## src/rtl/tile_pkg.sv

```systemverilog
// Shared constants for the tile map scheduler and tile drawer: map geometry defaults,
// FSM state encoding and the tile ROM base helper.
package tile_pkg;

    localparam int unsigned TILE_PX        = 8;
    localparam int unsigned PX_SHIFT       = 3;
    localparam int unsigned DEF_MAP_W      = 20;
    localparam int unsigned DEF_MAP_H      = 15;
    localparam int unsigned TILE_SHIFT     = 6;
    localparam int unsigned DEF_MAP_AW     = 9;
    localparam int unsigned DEF_IDX_W      = 6;
    localparam int unsigned COL_W          = 5;
    localparam int unsigned ROW_W          = 4;
    localparam int unsigned TILES_W        = 9;
    localparam int unsigned ROM_AW         = 12;

    localparam logic [2:0] S_IDLE      = 3'd0;
    localparam logic [2:0] S_FETCH     = 3'd1;
    localparam logic [2:0] S_WAIT_MAP  = 3'd2;
    localparam logic [2:0] S_ISSUE     = 3'd3;
    localparam logic [2:0] S_WAIT_DONE = 3'd4;
    localparam logic [2:0] S_ADVANCE   = 3'd5;
    localparam logic [2:0] S_FINISH    = 3'd6;

    function automatic logic [ROM_AW-1:0] tile_base(input logic [ROM_AW-1:0] idx,
                                                    input int unsigned       shift);
        return idx << shift;
    endfunction

endpackage

```

## src/rtl/tile_map_cursor.sv

```systemverilog
// Column/row/map address counters for the row-major walk over the tile map.
module tile_map_cursor
    import tile_pkg::*;
#(
    parameter int unsigned MAP_W  = DEF_MAP_W,
    parameter int unsigned MAP_H  = DEF_MAP_H,
    parameter int unsigned MAP_AW = DEF_MAP_AW
) (
    input  logic              clk,
    input  logic              resetn,
    input  logic              i_load,
    input  logic              i_advance,
    output logic [COL_W-1:0]  o_col,
    output logic [ROW_W-1:0]  o_row,
    output logic [MAP_AW-1:0] o_map_addr,
    output logic              o_last_tile
);

    logic [COL_W-1:0]  r_col;
    logic [ROW_W-1:0]  r_row;
    logic [MAP_AW-1:0] r_map_addr;
    logic              w_last_col;
    logic              w_last_row;

    assign w_last_col  = (r_col == COL_W'(MAP_W - 1));
    assign w_last_row  = (r_row == ROW_W'(MAP_H - 1));
    assign o_last_tile = w_last_col && w_last_row;

    // Advancing past the final tile is a no-op so map_addr finishes on the last address.
    always_ff @(posedge clk) begin
        if (!resetn) begin
            r_col      <= '0;
            r_row      <= '0;
            r_map_addr <= '0;
        end else if (i_load) begin
            r_col      <= '0;
            r_row      <= '0;
            r_map_addr <= '0;
        end else if (i_advance && !o_last_tile) begin
            r_map_addr <= r_map_addr + 1'b1;
            if (w_last_col) begin
                r_col <= '0;
                r_row <= r_row + 1'b1;
            end else begin
                r_col <= r_col + 1'b1;
            end
        end
    end

    assign o_col      = r_col;
    assign o_row      = r_row;
    assign o_map_addr = r_map_addr;

endmodule

```

## src/rtl/tile_map_scheduler.sv

```systemverilog
// Walks the tile map and issues one draw request per tile to the tile drawer.
// Optional macro SKIP_BLANK_EN: tiles with index 0 are skipped without a draw request.
module tile_map_scheduler
    import tile_pkg::*;
#(
    parameter int unsigned MAP_W      = DEF_MAP_W,
    parameter int unsigned MAP_H      = DEF_MAP_H,
    parameter int unsigned TILE_SHIFT = tile_pkg::TILE_SHIFT,
    parameter int unsigned MAP_AW     = DEF_MAP_AW,
    parameter int unsigned IDX_W      = DEF_IDX_W
) (
    input  logic                clk,
    input  logic                resetn,
    input  logic                start,
    output logic [MAP_AW-1:0]   map_addr,
    input  logic [IDX_W-1:0]    map_data,
    output logic [ROM_AW-1:0]   tile_address,
    output logic [7:0]          x_pos,
    output logic [7:0]          y_pos,
    output logic                draw,
    input  logic                drawer_done,
    output logic                busy,
    output logic                frame_done,
    output logic [TILES_W-1:0]  tiles_drawn
);

    logic [2:0]          r_state;
    logic [2:0]          w_state_next;
    logic [ROM_AW-1:0]   r_tile_address;
    logic [7:0]          r_x_pos;
    logic [7:0]          r_y_pos;
    logic [TILES_W-1:0]  r_tiles_drawn;
    logic [COL_W-1:0]    w_col;
    logic [ROW_W-1:0]    w_row;
    logic                w_last_tile;
    logic                w_load;
    logic                w_advance;
    logic                w_enter_issue;
    logic                w_blank;

`ifdef SKIP_BLANK_EN
    assign w_blank = (map_data == '0);
`else
    assign w_blank = 1'b0;
`endif

    always_comb begin
        w_state_next = r_state;
        case (r_state)
            S_IDLE:      if (start) w_state_next = S_FETCH;
            S_FETCH:     w_state_next = S_WAIT_MAP;
            S_WAIT_MAP:  w_state_next = w_blank ? S_ADVANCE : S_ISSUE;
            S_ISSUE:     w_state_next = S_WAIT_DONE;
            S_WAIT_DONE: if (drawer_done) w_state_next = S_ADVANCE;
            S_ADVANCE:   w_state_next = w_last_tile ? S_FINISH : S_FETCH;
            S_FINISH:    w_state_next = S_IDLE;
            default:     w_state_next = S_IDLE;
        endcase
    end

    assign w_load        = (r_state == S_IDLE) && start;
    assign w_advance     = (r_state == S_ADVANCE);
    assign w_enter_issue = (r_state == S_WAIT_MAP) && (w_state_next == S_ISSUE);

    tile_map_cursor #(
        .MAP_W  (MAP_W),
        .MAP_H  (MAP_H),
        .MAP_AW (MAP_AW)
    ) u_cursor (
        .clk         (clk),
        .resetn      (resetn),
        .i_load      (w_load),
        .i_advance   (w_advance),
        .o_col       (w_col),
        .o_row       (w_row),
        .o_map_addr  (map_addr),
        .o_last_tile (w_last_tile)
    );

    // Draw parameters are captured straight from the RAM on entry to ISSUE, so they are
    // valid alongside the draw pulse and held until the next tile is issued.
    always_ff @(posedge clk) begin
        if (!resetn) begin
            r_state        <= S_IDLE;
            r_tile_address <= '0;
            r_x_pos        <= '0;
            r_y_pos        <= '0;
            r_tiles_drawn  <= '0;
        end else begin
            r_state <= w_state_next;
            if (w_load) begin
                r_tiles_drawn <= '0;
            end else if (w_enter_issue) begin
                r_tile_address <= tile_base(ROM_AW'(map_data), TILE_SHIFT);
                r_x_pos        <= 8'({w_col, 3'b000});
                r_y_pos        <= 8'({w_row, 3'b000});
                r_tiles_drawn  <= r_tiles_drawn + 1'b1;
            end
        end
    end

    assign tile_address = r_tile_address;
    assign x_pos        = r_x_pos;
    assign y_pos        = r_y_pos;
    assign tiles_drawn  = r_tiles_drawn;
    assign draw         = (r_state == S_ISSUE);
    assign busy         = (r_state != S_IDLE);
    assign frame_done   = (r_state == S_FINISH);

endmodule

```

## config.mk

```make
export PLATFORM = sky130hd
export DESIGN_NAME = tile_map_scheduler
export DESIGN_NICKNAME = d
export VERILOG_FILES = /design/src/rtl/tile_pkg.sv /design/src/rtl/tile_map_cursor.sv /design/src/rtl/tile_map_scheduler.sv
export SDC_FILE = /design/constraint.sdc
export NUM_CORES = 1
export LEC_CHECK = 0
export ABC_CLOCK_PERIOD_IN_PS = 4700
export CAP_MARGIN = 5
export CORE_AREA = 2 2 66 74
export DETAILED_ROUTE_END_ITERATION = 8
export DIE_AREA = 0 0 68 76
export PLACE_DENSITY = 0.89
export SETUP_SLACK_MARGIN = 0.3
export SLEW_MARGIN = 10
export SYNTH_ARGS = -nofsm -noshare
export SYNTH_HDL_FRONTEND = slang
export SYNTH_SLANG_ARGS = --single-unit
```

## constraint.sdc

```tcl
create_clock -name clk -period 4.7 [get_ports clk]
set_input_delay 0.94 -clock clk [delete_from_list [all_inputs] [get_ports clk]]
set_output_delay 0.94 -clock clk [all_outputs]
set_load 0.01 [all_outputs]
```

==> results.sh <==
export IMPL_dp_cells=330
export IMPL_syn2layout_area_growth_pct=22.43
export IMPL_die_area_um2=5168
export IMPL_worstHoldEndpoint="tile_address[9]"
export IMPL_fillers=400
export IMPL_netlist_area_um2=2226
export IMPL_crit_path_start_kind="flip-flop"
export IMPL_max_slew_margin_pct=32.84
export IMPL_ir_drop_mv=0.1737
export IMPL_drt_pre_antenna_iters=4
export IMPL_r2r_start="r_state[2]"
export IMPL_numCtsBuffers=5
export IMPL_p_per_area_nw_per_um2=286.5
export IMPL_required_ns=3.76
export IMPL_drive_gt1_share_pct=7.447
export IMPL_netlist_top_cells_count="dfxtp_1, nand2_1, nor2_1"
export IMPL_ys_flop_type="dfxtp_1"
export IMPL_worst_slack_ns=1.967
export IMPL_worstSetupPathType="reg2out"
export IMPL_diodes=0
export IMPL_yosysTopAreaCell="dfxtp_1"
export IMPL_yosys_warnings=0
export IMPL_arrival_ns=1.79
export IMPL_row_count=26
export IMPL_insertion_delay_ns=0.30
export IMPL_worstReg2RegEnd="u_cursor.o_col[4]"
export IMPL_coreArea_um2=4489
export IMPL_gp_congestion=0.8274
export IMPL_crit_fanout=13
export IMPL_dp_hpwl_um=3002
export IMPL_cp_end_kind="output port"
export IMPL_ys_seq_area_share_pct=40.47
export IMPL_setup_viol=0
export IMPL_status="completed"
export IMPL_fin_util_pct=60.70
export IMPL_initial_core_util_pct=49.58
export IMPL_drt_initial_drc_count=59
export IMPL_setup_tns_ns=0
export IMPL_grt_use_total_pct=17.74
export IMPL_cts_tree="built"
export IMPL_multiInputGateArea_um2=1174
export IMPL_pre_cts_ws_ns=1.837
export IMPL_dpl_instance_area_um2=2610
export IMPL_rsz0062_at_grt="no"
export IMPL_power_leakage_nw=0.9640
export IMPL_ys_types=41
export IMPL_hold_buffers=0
export IMPL_fin_cells=338
export IMPL_route_vias_total=1716
export IMPL_synth_area_leaders="dfxtp_1, nand2_1, xnor2_1, buf_4, nor2_1"
export IMPL_root_buffer="clkbuf_8"
export IMPL_die_w_um=68
export IMPL_wl_per_cell_um=12.53
export IMPL_nets=296
export IMPL_cts_setup_buffers=0
export IMPL_grt_pass1_wl_um=7086
export IMPL_worst_slew_pin_slew_ns=1.007
export IMPL_fin_crit_sh_pct=58.14
export IMPL_antenna_found_initial=0
export IMPL_syn_avg_cell_area_um2=9.160
export IMPL_worstHoldPathCells=2
export IMPL_min_from="tile_address[9]"
export IMPL_synth_top_area_share_pct=40.47
export IMPL_cts_resized=0
export IMPL_ant_nets=0
export IMPL_grt_max_degree=26
export IMPL_fin_skew_ns=0.004691
export IMPL_final_area_um2=2725
export IMPL_ff2ff_path_depth=4
export IMPL_synth_most_common_cell="dfxtp_1"
export IMPL_drc=0
export IMPL_die_h_um=76
export IMPL_io_pins=59
export IMPL_maxSlewViolCount=0
export IMPL_overflow=0
export IMPL_port_buffers=45
export IMPL_hold_ws_ns=0.4552
export IMPL_worst_hold_path_type="reg2reg"
export IMPL_hold_viol=0
export IMPL_cts_sinks=45
export IMPL_drt_total_wl_um=4236
export IMPL_clk_pin_slew_ns=0.09
export IMPL_finalPower_mw=0.7807
export IMPL_maxCapViolCount=0
export IMPL_clock_path_buffers=2
export IMPL_syn_inst=243
export IMPL_synth_edf_count=0
export IMPL_synth_seq_cells=45
export IMPL_async_reset_ff_share_pct=0
export IMPL_fmax_mhz=365.9
export IMPL_htreeDepth=2
export IMPL_detail_route_vias_per_cell=5.077
export IMPL_fin_crit_ns=2.733
export IMPL_regArea_um2=900.9
export IMPL_grt_pass1_vias=1581
export IMPL_r2r_slack_ns=2.57
-- kinds of logic after synthesis --
logic type / Yosys count / synth area share, %
mux: 2 / 0.8994
fa+ha+maj: 5 / 2.811
flops: 45 / 40.47
compound gates: 33 / 13.38
other cells: 1 / 0.1685
buf+inv: 30 / 8.825
xor+xnor: 22 / 8.657
simple gates: 105 / 24.79
-- cell type report --
class	count	area share, %
Clock buffer	5	2.525
Inverter	4	0.5510
Tap cell	56	2.571
Clock inverter	3	1.699
Multi-Input combinational cell	180	43.07
Sequential cell	45	33.06
Timing Repair Buffer	45	16.53
-- state kept, by name, indices dropped and copies added, names as in the netlist --
name                 flops
tiles_drawn              9
u_cursor.o_map_addr      9
tile_address             6
u_cursor.o_col           5
x_pos                    5
u_cursor.o_row           4
y_pos                    4
r_state                  3
-- cell usage in the layout (no fill, tap or decap), types with 2 or more instances in the layout --
cell type and instances:
or3_1 2, xor2_1 9, dfxtp_1 45, or3b_1 2, and3_1 4, mux2i_1 2
a211oi_1 4, nand4_1 8, inv_1 4, a211oi_2 3, a2111oi_4 2, nand2_1 42
nand2b_1 3, conb_1 13, clkbuf_8 5, clkdlybuf4s50_1 45, ha_1 5, o21a_1 2
nand3_1 6, xnor2_1 13, a21boi_0 10, nor2_1 26, a21oi_1 4, a21boi_1 5
-- how the worst max path moves through the flow --
| stage | startpoint | endpoint | slack [ns] | cells after the start |
|---|---|---|---|---|
| final | r_state[2] | frame_done | 1.97 | 3 |
| after global placement | resetn | u_cursor.o_col[2] | 1.93 | 4 |
| after CTS | r_state[0] | draw | 1.96 | 3 |
| after global routing | r_state[0] | draw | 1.82 | 3 |
| after floorplan | resetn | u_cursor.o_col[2] | 2.99 | 4 |
| after detailed placement | resetn | u_cursor.o_col[2] | 1.84 | 4 |
-- routing by layer --
| layer | GRT usage [%] | up-vias | part of all wire, % |
|---|---|---|---|
| met4 | 8.200 | 0 | 2.2 |
| li1 | - | 866 | - |
| met1 | 21.22 | 793 | 43 |
| met3 | 5.022 | 8 | 6.2 |
| met5 | 0 | - | 0 |
| met2 | 28.64 | 49 | 48 |
-- where the power goes --
group / leakage [nW] / internal, mW / switching, mW
combinational: 0.546 / 0.0390 / 0.0460
clock: 0.0543 / 0.159 / 0.134
sequential: 0.363 / 0.389 / 0.0142
-- worst max-delay path, stage by stage (launching register included) --
cell and delay, ns:
dfxtp_1 0.64, nand2_1 0.13, nor2_1 0.16, clkdlybuf4s50_1 0.56
Note: power is estimated with default switching activity, not from simulation.
